## src/rtl/interp_pkg.sv

```systemverilog
// Shared types and helpers for the interpolator sequencer.
package interp_pkg;

    // Controller phases: waiting for a sample, emitting it, emitting zero fill.
    typedef enum logic [1:0] {
        IDLE   = 2'd0,
        SAMPLE = 2'd1,
        ZERO   = 2'd2
    } state_t;

    // Bits needed to hold every factor value from 0 up to max_factor.
    function automatic int fw_width(input int max_factor);
        return $clog2(max_factor + 1);
    endfunction

    // A requested factor of 0 means "no interpolation" (one beat); anything
    // above the supported maximum saturates rather than wrapping.
    function automatic int clamp_factor(input int factor, input int max_factor);
        if (factor == 0) begin
            return 1;
        end else if (factor > max_factor) begin
            return max_factor;
        end else begin
            return factor;
        end
    endfunction

endpackage

```

## src/rtl/interp_ctrl_coeff_bank.sv

```systemverilog
// Shadow/active coefficient storage. Coefficients are pushed serially into the
// shadow bank; a commit arms a swap that the controller lets through only while
// idle, so the FIR always sees one complete coefficient set per frame.
module coeff_bank
    import interp_pkg::*;
#(
    parameter int COEFF_WORD_SIZE = 16,
    parameter int N_COEFFS        = 5
) (
    input  logic                                clk,
    input  logic                                arst,
    input  logic                                i_wr_en,
    input  logic [COEFF_WORD_SIZE-1:0]          i_wr_data,
    input  logic                                i_commit,
    input  logic                                i_idle,
    output logic                                o_swap_pending,
    output logic [N_COEFFS*COEFF_WORD_SIZE-1:0] o_coeff,
    output logic                                o_err
);

    localparam int             IW   = $clog2(N_COEFFS + 1);
    localparam logic [IW-1:0]  FULL = IW'(N_COEFFS);

    logic [IW-1:0] r_wr_idx;
    logic [IW-1:0] w_wr_idx_next;
    logic [IW-1:0] w_idx_after_wr;
    logic          r_swap_pending;
    logic          w_swap_pending_next;
    logic          r_err;
    logic          w_err_next;
    logic          w_wr_accept;
    logic          w_swap;

    // Write/commit/swap bookkeeping. A commit is judged on the index after any
    // write in the same cycle, so "write last coeff + commit" together works.
    always_comb begin
        w_wr_accept         = i_wr_en && (r_wr_idx != FULL) && !r_swap_pending;
        w_swap              = i_idle && r_swap_pending;
        w_idx_after_wr      = w_wr_accept ? (r_wr_idx + 1'b1) : r_wr_idx;
        w_wr_idx_next       = w_idx_after_wr;
        w_swap_pending_next = r_swap_pending;
        w_err_next          = i_wr_en && !w_wr_accept;
        if (i_commit) begin
            if ((w_idx_after_wr == FULL) && !r_swap_pending) begin
                w_swap_pending_next = 1'b1;
            end else begin
                // Incomplete or duplicate commit: force a full shadow reload.
                w_err_next    = 1'b1;
                w_wr_idx_next = '0;
            end
        end
        if (w_swap) begin
            w_swap_pending_next = 1'b0;
            w_wr_idx_next       = '0;
        end
    end

    // Control registers: write pointer, armed swap and the registered error pulse.
    always_ff @(posedge clk or posedge arst) begin
        if (arst) begin
            r_wr_idx       <= '0;
            r_swap_pending <= 1'b0;
            r_err          <= 1'b0;
        end else begin
            r_wr_idx       <= w_wr_idx_next;
            r_swap_pending <= w_swap_pending_next;
            r_err          <= w_err_next;
        end
    end

    // One shadow/active register pair per tap; tap 0 sits in the LSBs of o_coeff.
    for (genvar gi = 0; gi < N_COEFFS; gi++) begin : g_tap
        logic [COEFF_WORD_SIZE-1:0] r_shadow;
        logic [COEFF_WORD_SIZE-1:0] r_active;

        // Capture a pushed coefficient at its slot; copy to active on swap.
        always_ff @(posedge clk or posedge arst) begin
            if (arst) begin
                r_shadow <= '0;
                r_active <= '0;
            end else begin
                if (w_wr_accept && (r_wr_idx == IW'(gi))) begin
                    r_shadow <= i_wr_data;
                end
                if (w_swap) begin
                    r_active <= r_shadow;
                end
            end
        end

        assign o_coeff[gi*COEFF_WORD_SIZE +: COEFF_WORD_SIZE] = r_active;
    end

    assign o_swap_pending = r_swap_pending;
    assign o_err          = r_err;

endmodule

```

## src/rtl/interp_ctrl.sv

```systemverilog
// Interpolator sequencer: expands each accepted sample into L FIR beats (the
// sample followed by L-1 zeros) and owns the FIR bypass and coefficient config.
module interp_ctrl
    import interp_pkg::*;
#(
    parameter int INPUT_WORD_SIZE = 16,
    parameter int COEFF_WORD_SIZE = 16,
    parameter int N_COEFFS        = 5,
    parameter int MAX_FACTOR      = 8,
    parameter int FW              = fw_width(MAX_FACTOR)
) (
    input  logic                                clk,
    input  logic                                arst,
    input  logic [FW-1:0]                       factor,
    input  logic                                bypass,
    input  logic [INPUT_WORD_SIZE-1:0]          data_in,
    input  logic                                valid_in,
    output logic                                src_ready_out,
    output logic [INPUT_WORD_SIZE-1:0]          fir_data,
    output logic                                fir_valid,
    input  logic                                fir_ready,
    output logic                                fir_bypass,
    output logic [N_COEFFS*COEFF_WORD_SIZE-1:0] coeff,
    input  logic                                coeff_wr_en,
    input  logic [COEFF_WORD_SIZE-1:0]          coeff_wr_data,
    input  logic                                coeff_commit,
    output logic                                coeff_err,
    output logic                                busy
);

    state_t                     r_state;
    state_t                     w_state_next;
    logic [INPUT_WORD_SIZE-1:0] r_sample;
    logic [FW-1:0]              r_len;
    logic [FW-1:0]              r_phase;
    logic [FW-1:0]              w_phase_next;
    logic [FW-1:0]              w_len_new;
    logic                       w_load;
    logic                       w_last;
    logic                       w_src_ready;
    logic                       w_fir_valid;
    logic [INPUT_WORD_SIZE-1:0] w_fir_data;
    logic                       r_bypass;
    logic                       w_swap_pending;
    logic                       w_idle;

    assign w_len_new = FW'(clamp_factor(int'(factor), MAX_FACTOR));
    assign w_idle    = (r_state == IDLE);

    // State register.
    always_ff @(posedge clk or posedge arst) begin
        if (arst) begin
            r_state <= IDLE;
        end else begin
            r_state <= w_state_next;
        end
    end

    // Next state and handshake outputs. On the last beat of a frame the next
    // sample is taken in the same cycle so the FIR stream has no bubbles; a
    // pending coefficient swap instead forces a return to IDLE to apply it.
    always_comb begin
        w_state_next = r_state;
        w_phase_next = r_phase;
        w_src_ready  = 1'b0;
        w_fir_valid  = 1'b0;
        w_fir_data   = '0;
        w_last       = 1'b0;
        w_load       = 1'b0;
        case (r_state)
            IDLE: begin
                w_src_ready = !w_swap_pending;
                if (valid_in && !w_swap_pending) begin
                    w_load       = 1'b1;
                    w_state_next = SAMPLE;
                end
            end
            SAMPLE: begin
                w_fir_valid = 1'b1;
                w_fir_data  = r_sample;
                w_last      = (r_len == FW'(1));
                if (fir_ready && !w_last) begin
                    w_state_next = ZERO;
                    w_phase_next = FW'(1);
                end
            end
            ZERO: begin
                w_fir_valid = 1'b1;
                w_last      = (r_phase == (r_len - FW'(1)));
                if (fir_ready && !w_last) begin
                    w_phase_next = r_phase + FW'(1);
                end
            end
            default: begin
                w_state_next = IDLE;
            end
        endcase
        if (w_last && fir_ready) begin
            w_src_ready = !w_swap_pending;
            if (valid_in && !w_swap_pending) begin
                w_load       = 1'b1;
                w_state_next = SAMPLE;
            end else begin
                w_state_next = IDLE;
            end
        end
    end

    // Sample, frame length and zero-beat phase counter.
    always_ff @(posedge clk or posedge arst) begin
        if (arst) begin
            r_sample <= '0;
            r_len    <= FW'(1);
            r_phase  <= '0;
        end else begin
            r_phase <= w_phase_next;
            if (w_load) begin
                r_sample <= data_in;
                r_len    <= w_len_new;
            end
        end
    end

    // Bypass follows the request only between frames so a frame is never split.
    always_ff @(posedge clk or posedge arst) begin
        if (arst) begin
            r_bypass <= 1'b0;
        end else if (w_idle) begin
            r_bypass <= bypass;
        end
    end

    coeff_bank #(
        .COEFF_WORD_SIZE (COEFF_WORD_SIZE),
        .N_COEFFS        (N_COEFFS)
    ) u_coeff_bank (
        .clk            (clk),
        .arst           (arst),
        .i_wr_en        (coeff_wr_en),
        .i_wr_data      (coeff_wr_data),
        .i_commit       (coeff_commit),
        .i_idle         (w_idle),
        .o_swap_pending (w_swap_pending),
        .o_coeff        (coeff),
        .o_err          (coeff_err)
    );

    assign src_ready_out = w_src_ready;
    assign fir_valid     = w_fir_valid;
    assign fir_data      = w_fir_data;
    assign fir_bypass    = r_bypass;
    assign busy          = !w_idle;

endmodule
```

## config.mk

```make
export PLATFORM = sky130hd
export DESIGN_NAME = interp_ctrl
export DESIGN_NICKNAME = d
export VERILOG_FILES = /design/src/rtl/interp_pkg.sv /design/src/rtl/interp_ctrl_coeff_bank.sv /design/src/rtl/interp_ctrl.sv
export SDC_FILE = /design/constraint.sdc
export NUM_CORES = 1
export LEC_CHECK = 0
export BUFFER_PORTS_ARGS = -buffer_cell sky130_fd_sc_hd__buf_2
export CAP_MARGIN = 20
export CORE_MARGIN = 2
export CORE_UTILIZATION = 30
export CTS_CLUSTER_DIAMETER = 80
export DETAILED_ROUTE_END_ITERATION = 8
export SLEW_MARGIN = 15
export SYNTH_ARGS = -nofsm -noshare
export SYNTH_HDL_FRONTEND = slang
export SYNTH_SLANG_ARGS = --single-unit
```

## constraint.sdc

```tcl
create_clock -name clk -period 6.4 [get_ports clk]
set_clock_uncertainty 0.2 [all_clocks]
set_input_delay 0.32 -clock clk [delete_from_list [all_inputs] [get_ports clk]]
set_output_delay 0.32 -clock clk [all_outputs]
set_load 0.02 [all_outputs]
```

---- Yosys cells after proc, flatten, opt, wreduce, memory -nomap -nowiden ----
Index checks and enable logic that the tools add are counted.
storage, ports and cells
  bits in registers ....................... 192
  input bits .............................. 43
  output and inout port bits .............. 101
  word-level logic and storage cells ...... 94
cells by class
  $add $sub $neg .......................... 3
  magnitude comparators ................... 1
  equal/unequal tests ..................... 15
  muxes and demuxes ....................... 28
  reduce and logical (&&, ||, !) cells .... 29
operator list
  operator             number
  $mux 16              1
  $mux 4               4
  $logic_and 1x1->1    14
  $mux 1               13
  $mux 3               4
  $ne 3x3->1 const B   3
  $pmux 4 s2           1
  $eq 3x2->1 const B   2
  $eq 3x3->1 const B   2
  $mux 2               3
  $ne 2x2->1 const B   3
  $pmux 2 s3           1
  $reduce_and 3->1     2
  $reduce_bool 2->1    3
  $logic_not 1->1      5
  $add 4x1->4 const B  1
  $eq 4x1->1 const B   1
  $eq 4x4->1           1
  $gt 4x4->1 const B   1
  $logic_not 4->1      1
  $sub 4x1->4 const B  1
  $add 3x1->3 const B  1
  $eq 3x1->1 const B   1
  $logic_not 3->1      1
  6 further kinds      6

---- Logic depth before layout (Yosys ltp) ----
Gate-level depths: netlist of run 1.
  depth after elaboration ................. 9
  depth in mapped cells ................... 8
  mapped depth without buffers ............ 7

---- Hierarchy ----
From an unflattened synthesis of run 1, not the netlist that was laid out.
second synthesis, totals
  cells, all modules ...................... 517
  area, all modules ....................... 8001.4 um^2
by module, submodules not included
  module       times used  cells an instance  area an instance (um^2)  seq. area each (um^2)
  coeff_bank   1           382                6406.1                   4129.0
  interp_ctrl  1           135                1595.3                   676.9

---- Worst setup path after synthesis of run 1 ----
Ideal clock, no wire load.
  kind .................................... register -> output
  from .................................... register r_len[0]
  to ...................................... output port src_ready_out
  data arrival time ....................... 1.916 ns
  required time ........................... 5.880 ns
  setup slack ............................. 3.964 ns
  cell stages (with the launch flop) ...... 8
  path buffers ............................ 0
  cells stage by stage .................... dfstp_2 inv_1 ha_1 xor2_1 nand3_1 nor3_4 o21bai_1 a21oi_1
between the ends
  word-level cells in the longest chain between the ends .. 5
  elaborated cells between the ends (all ways) .. 6
  classes of those cells .................. add/sub (1); eq/ne (2); mux (2); reduce/logical (1)
ends and longest elaborated chain
  item                    RTL line            RTL
  start, declared         interp_ctrl.sv:34   logic [FW-1:0] r_len;
  start signal, assigned  interp_ctrl.sv:119  r_len <= w_len_new;
  $sub 4x1->4             interp_ctrl.sv:89   w_last = (r_phase == (r_len - FW'(1)));
  $eq 4x4->1              interp_ctrl.sv:89
  $pmux 1 s2 *            interp_ctrl.sv:70   case (r_state)
  $logic_and 1x1->1 *     interp_ctrl.sv:98   if (w_last && fir_ready) begin
  $mux 1 *                interp_ctrl.sv:98
  end, declared           interp_ctrl.sv:18   output logic src_ready_out,
Mark *: on every way between the ends. The rest lies on a longest branch, timed or not.

---- Final worst setup path of run 1 ----
Same ends and word-level chain as after synthesis.

==> metrics.md, run 1 <==
| Metric | Value |
|---|---|
| Post-synth ARST share | `1.00` |
| Core Footprint | `25900 µm²` |
| Largest net degree at the start of global routing | `125` |
| Most frequent cells in the layout | `dfrtp_1, mux2_2, buf_2` |
| Final ANT Viol Nets | `0` |
| Synth Instances | `518` |
| Setup slack after layout | `3.35 ns` |
| Ys flop type | `dfrtp_1` |
| Syn Std Cell Area | `7850 µm²` |
| Worst setup path end | `src_ready_out` |
| VDD IR max | `243 µV` |
| TNS Setup | `0 ns` |
| Clock slew at reported path FFs | `0.07 ns` |
| Hold Crit Class | `in2reg` |
| Routed vias | `4701` |
| First-pass GRT wire length | `27.6 mm` |
| Post-layout min period | `3.05 ns` |
| Skew-Pair Late Insertion Delay | `0.42 ns` |
| Drt wl/cell | `16.2 µm` |
| Sink Count | `192` |
| Setup violators final | `0` |
| Die ar. | `27500 µm²` |
| Path depth of the worst reg2reg path | `5` |
| Mapped Nets | `573` |
| RR Endpoint | `u_coeff_bank.g_tap[1].r_active[12]$_DFFE_PP0P_` |
| Clock buffer depth | `2` |
| PD cells | `509 nW/µm²` |
| Top Ports | `144` |
| CP Max Fanout | `8` |
| Die Span X | `166 µm` |
| Fin crit share | `0.477` |
| Vias in the first global route | `4757` |
| Fmax | `328 MHz` |
| Pins Over Slew Limit | `0` |
| Hpwl dp | `10.7 mm` |
| Number of synthesized flops with an enable pin | `0` |
| Syn_area_per_cell | `15.2 µm²` |
| Seq/Total Area, Yosys | `0.612` |
| Status | `finished clean` |
| DRT Wirelength | `16.8 mm` |
| Fillcell total | `2478` |
| Leak Pwr | `4.72 nW` |
| Cell Rows | `59` |
| DRT iter0 DRCs | `191` |
| Pin slew with the least headroom to its limit | `1.14 ns` |
| Initial Util | `0.303` |
| Clk root buf | `clkbuf_16` |
| Port-buffer cells | `143` |
| Worst Path Required | `5.88 ns` |
| Post-CTS setup repair buffer count | `0` |
| Remaining Overflow, GRT | `0` |
| Crit path DAT | `2.53 ns` |
| Startpoint Class | `flip-flop` |
| Synth cell types | `46` |
| Die height | `166 µm` |
| Slew HR | `0.237` |
| Diode count | `0` |
| R2r startpoint | `r_state[0]$_DFFE_PP0P_` |
| # DRC | `0` |
| Crit path kind | `reg2out` |
| Pre-antenna DRT Iters | `4` |
| Nets@finish | `739` |
| CP Capture Type | `output pin` |
| DP Worst Slack | `3.67 ns` |
| Initial antenna violation count | `0` |
| Max_cap viols | `0` |
| Flop-to-flop setup slack | `3.71 ns` |
| Final Hold Viols | `0` |
| Share of layout cells above drive strength 1 | `0.527` |
| P&R area growth vs syn | `23.9%` |
| CTS buffer count | `17` |
| Overall Global Routing Usage | `0.127` |
| CTS tree | `built` |
| RSZ-0062 raised after global routing | `false` |
| Total number of H-tree levels | `4` |
| Warnings from Yosys | `0` |
| Final GP Congestion | `0.718` |
| Crit path launch | `r_len[0]$_DFFE_PP1P_` |
| Power, Total | `4.95 mW` |
| #FFs+latches synth | `192` |
| Most common cell after layout, fill and taps aside | `dfrtp_1` |
| Routed vias/inst | `4.56` |
[repair_timing]
action | CTS | global route
hold buffers | 22 | 0
gates resized for setup | 0 | 0
endpoints found under the hold margin | 146 | 0
[cells in the mapped netlist (all sizes together) (2+ instances only)]
| cell | count | area [µm²] |
|---|---|---|
| mux2 | 180 | 2090 |
| nor2 | 7 | 26.3 |
| nand2b | 3 | 18.8 |
| dfrtp | 191 | 4780 |
| xnor2 | 5 | 43.8 |
| clkbuf | 10 | 38.8 |
| mux2i | 2 | 20.0 |
| a211o | 2 | 17.5 |
| o21ai | 10 | 50.1 |
| xor2 | 2 | 17.5 |
| ha | 12 | 150 |
| nor3 | 3 | 26.3 |
| and2 | 18 | 113 |
| nand2 | 10 | 40.0 |
| nand3 | 7 | 40.0 |
| nor2b | 4 | 32.5 |
| a211oi | 2 | 15.0 |
| inv | 11 | 41.3 |
| o21bai | 2 | 15.0 |
| and3 | 3 | 18.8 |
| buf | 12 | 71.3 |
| a21oi | 7 | 38.8 |
[power breakdown]
part / switching (mW) / internal (mW) / total, mW
Clock: 0.467 / 0.590 / 1.06
Sequential: 0.296 / 1.78 / 2.08
Combinational: 0.925 / 0.887 / 1.81
[cells by family (layout without fill, tap and decap cells)]
logic type,after synthesis,after routing,share of synthesized area
flip-flops,192,192,0.612
multiplexers,182,182,0.269
AND/OR/NAND/NOR,64,64,0.0494
buffers and inverters,33,212,0.0193
AO/OA/AOI/OAI,28,28,0.0228
adder cells (fa/ha/maj),12,12,0.0191
XOR/XNOR,7,7,0.00781
[layout make-up]
cell class / count / area, µm² / area share
Inverter: 11 / 48.8 / 0.00502
Tap cell: 335 / 419 / 0.0431
Clock buffer: 21 / 450 / 0.0463
Timing Repair Buffer: 169 / 973 / 0.100
Clock inverter: 11 / 128 / 0.0131
Sequential cell: 192 / 4810 / 0.494
Multi-Input combinational cell: 293 / 2900 / 0.298
[sequential cells by signal (all words and copies together) (netlist names)]
name / flops
u_coeff_bank.g_tap.r_active: 80
u_coeff_bank.o_err: 1
r_state: 2
r_len: 4
u_coeff_bank.o_swap_pending: 1
u_coeff_bank.g_tap.r_shadow: 80
u_coeff_bank.r_wr_idx: 3
fir_bypass: 1
r_phase: 4
r_sample: 16
[critical path: stages (launching register included)]
cell      delay [ns]
dfstp_2         0.57
inv_1           0.06
ha_1            0.31
xor2_1          0.15
nand3_1         0.13
nor3_4          0.40
o21bai_1        0.15
a21oi_1         0.16
buf_2           0.18
[worst min-delay path by stage]
stage                                                    endpoint                      from  slack, ns  cells past startpoint
floorplan                      u_coeff_bank.r_wr_idx[1]$_DFF_PP0_              coeff_commit       0.19                      1
global placement                         r_sample[10]$_DFFE_PP0P_  r_sample[10]$_DFFE_PP0P_       0.28                      1
detailed placement                        r_sample[4]$_DFFE_PP0P_   r_sample[4]$_DFFE_PP0P_       0.29                      1
CTS                                          r_len[0]$_DFFE_PP1P_                 factor[0]     0.0006                      3
global route        u_coeff_bank.g_tap[0].r_shadow[2]$_DFFE_PP0P_          coeff_wr_data[2]      0.003                      2
finish                                       r_len[0]$_DFFE_PP1P_                 factor[0]       0.01                      3
[layer usage]
metal | share of wire | vias up | global-route usage | routed length [µm]
met5 | 0 | - | 0 | 0
met4 | 0.0073 | 0 | 0.0314 | 122
met3 | 0.035 | 8 | 0.0262 | 587
met2 | 0.46 | 106 | 0.199 | 7790
met1 | 0.49 | 2428 | 0.181 | 8260
li1 | - | 2159 | - | -
[per-stage QoR]
step / hold slack (ns) / instance area (µm²) / std cells / util
floorplan: 0.193 / 7850 / 518 / -
global placement: 0.283 / 8910 / 977 / 0.344
detailed placement: 0.287 / 8930 / 978 / 0.345
CTS: 0.000642 / 9730 / 1032 / 0.375
global route: 0.00264 / 9730 / 1032 / 0.375
finish: 0.0131 / 9730 / 1032 / 0.375
Note: power is estimated with default switching activity, not from simulation.
==> run 2, diff against run 1 <==
clock period = 2.9 ns   (was 6.4 ns; I/O delays follow)
==> run 2 against run 1 <==
  * Via count increased by 2.7%
  * Flip-flop and latch count is the same
  * Cell area is 4.1% higher
  * Global-route usage is 0.051 points higher
  * Critical path depth unchanged
  * Clock power increased by 130%
  * Non-clock buffer count up 33
  * Hold slack better by 0.053 ns
  * Critical path type unchanged
  * Largest power group unchanged
==> metrics.md, run 2 (synthesized netlist as in run 1, its figures left out) <==
| Metric | Value |
|---|---|
| Status | `finished clean` |
| Share of layout cells above drive strength 1 | `0.525 (-0.00188)` |
| Port-buffer cells | `143 (unchanged)` |
| CP Capture Type | `output pin` |
| Startpoint Class | `flip-flop` |
| CTS buffer count | `17 (unchanged)` |
| DRT Wirelength | `17.1 mm (+2.3%)` |
| TNS Setup | `0 ns (unchanged)` |
| Pre-antenna DRT Iters | `4 (unchanged)` |
| Hold Crit Class | `in2reg` |
| Max_cap viols | `0 (unchanged)` |
| Biggest regs | `u_coeff_bank.g_tap.r_active: 80 flops, u_coeff_bank.g_tap.r_shadow: 80 flops, r_sample: 16 flops` |
| Most frequent cells in the layout | `dfrtp_1, mux2_2, buf_2` |
| Crit path kind | `reg2out` |
| Total number of H-tree levels | `4 (unchanged)` |
| Fin crit share | `0.921` |
| Remaining Overflow, GRT | `0 (unchanged)` |
| Sink Count | `192 (unchanged)` |
| Crit path cell chain | `inv_1, ha_1, xor2_1, nand3_1, nor3_4, o21bai_1, a21oi_1, buf_2` |
| Initial Util | `0.303 (unchanged)` |
| Most common cell after layout, fill and taps aside | `dfrtp_1` |
| Top Ports | `144 (unchanged)` |
| VDD IR max | `494 µV (+100%)` |
| Clock buffer depth | `2 (unchanged)` |
| Drt wl/cell | `16.1 µm (-0.90%)` |
| Fmax | `374 MHz` |
| Final GP Congestion | `0.726 (+1.1%)` |
| Worst hold start | `valid_in` |
| PD cells | `1100 nW/µm² (+120%)` |
| Die Span X | `166 µm (unchanged)` |
| Routed vias | `4828 (+2.7%)` |
| Die ar. | `27500 µm² (unchanged)` |
| Flop-to-flop setup slack | `0.34 ns (-3.37 ns)` |
| Path depth of the worst reg2reg path | `9 (+4)` |
| Clk root buf | `clkbuf_16` |
| Initial antenna violation count | `0 (unchanged)` |
| Die height | `166 µm (unchanged)` |
| DP Worst Slack | `0.333 ns (-3.33 ns)` |
| CTS tree | `built` |
| Post-layout min period | `2.67 ns` |
| Crit path launch | `r_len[0]$_DFFE_PP1P_` |
| Slew HR | `0.430 (+0.194)` |
| Overall Global Routing Usage | `0.127 (+0.000513)` |
| Pins Over Slew Limit | `0 (unchanged)` |
| Worst setup path end | `src_ready_out` |
| Setup slack after layout | `0.228 ns (-3.12 ns)` |
| Pin slew with the least headroom to its limit | `0.853 ns (-0.292 ns)` |
| Largest stage delay, worst path | `0.56 ns (about the same)` |
| Crit path DAT | `2.33 ns (-0.20 ns)` |
| Cell Rows | `59 (unchanged)` |
| Final ANT Viol Nets | `0 (unchanged)` |
| DRT iter0 DRCs | `222 (+16%)` |
| R2r startpoint | `r_len[0]$_DFFE_PP1P_` |
| Routed vias/inst | `4.53 (-0.48%)` |
| Largest net degree at the start of global routing | `49 (-61%)` |
| Core Footprint | `25900 µm² (unchanged)` |
| Slowest stage cell on the critical path | `dfstp_2` |
| Diode count | `0 (unchanged)` |
| # DRC | `0 (unchanged)` |
| Clock slew at reported path FFs | `0.08 ns (about the same)` |
| Vias in the first global route | `5003 (+5.2%)` |
| P&R area growth vs syn | `29.0%` |
| Setup violators final | `0 (unchanged)` |
| Hpwl dp | `11.4 mm (+7.0%)` |
| Worst Path Required | `2.56 ns (-3.32 ns)` |
| Final Hold Viols | `0 (unchanged)` |
| Skew-Pair Late Insertion Delay | `0.43 ns (about the same)` |
| Leak Pwr | `4.91 nW (+4.0%)` |
| RR Endpoint | `r_sample[8]$_DFFE_PP0P_` |
| First-pass GRT wire length | `27.7 mm (+0.38%)` |
| Nets@finish | `772 (+4.5%)` |
| CP Max Fanout | `6 (-2)` |
-- run 2: what timing repair did --
action	in CTS	in global routing
buffers inserted	0	2
endpoints found under the hold margin	137	0
hold buffers	42	0
setup endpoints to repair	0	1
gates resized for setup	0	0
-- run 2: worst min-delay path by stage --
stage / endpoint / slack (ns) / depth (start not counted)
floorplan: u_coeff_bank.r_wr_idx[1]$_DFF_PP0_ / 0.02 / 1
global placement: u_coeff_bank.o_err$_DFF_PP0_ / 0.17 / 2
detailed placement: u_coeff_bank.o_err$_DFF_PP0_ / 0.18 / 2
CTS: r_state[0]$_DFFE_PP0P_ / 0.05 / 4
global route: r_state[0]$_DFFE_PP0P_ / 0.09 / 4
finish: r_state[0]$_DFFE_PP0P_ / 0.07 / 4
-- run 2: layout make-up --
cell class / count / area (µm²)
clock buffer: 17 / 425
clock inverter: 15 / 201
fill: 2457 / 15800
inverter: 11 / 45.0
multi-input combinational: 293 / 2900
sequential: 192 / 4810
tap: 335 / 419
timing repair buffer: 202 / 1330
-- run 2: worst max-delay path: cells and delay by family, from the launching register on --
kind                       cells  cell delay [ns]
and+or+nand+nor                2             0.37
DFF                            1             0.56
AOI/OAI and AO/OA              2             0.27
xor gates and xnor gates       1             0.16
adders and majority gates      1             0.30
buffers and inverters          2             0.23
-- run 2: metal layers --
metal  global-route usage  vias to the layer above  routed length (µm)
met3               0.0281                       23                 570
met2                0.200                      107                8130
li1                     -                     2223                   -
met5                    0                        -                   0
met4               0.0435                        0                 271
met1                0.175                     2475                8170
-- run 2: through the flow --
| step | util | area (µm²) | power (mW) | hold WS [ns] | cells |
|---|---|---|---|---|---|
| after floorplan | - | 7850 | 7.46 | 0.0176 | 518 |
| after global placement | 0.350 | 9060 | 8.65 | 0.174 | 989 |
| after detailed placement | 0.350 | 9060 | 8.75 | 0.177 | 989 |
| after CTS | 0.390 | 10100 | 11.3 | 0.0466 | 1063 |
| after global routing | 0.391 | 10100 | 11.9 | 0.0909 | 1065 |
| final | 0.391 | 10100 | 11.1 | 0.0661 | 1065 |
-- run 2: report_power, final --
group / switching [mW] / internal (mW)
registers: 0.667 / 3.94
clock network: 1.15 / 1.32
logic: 2.05 / 2.02
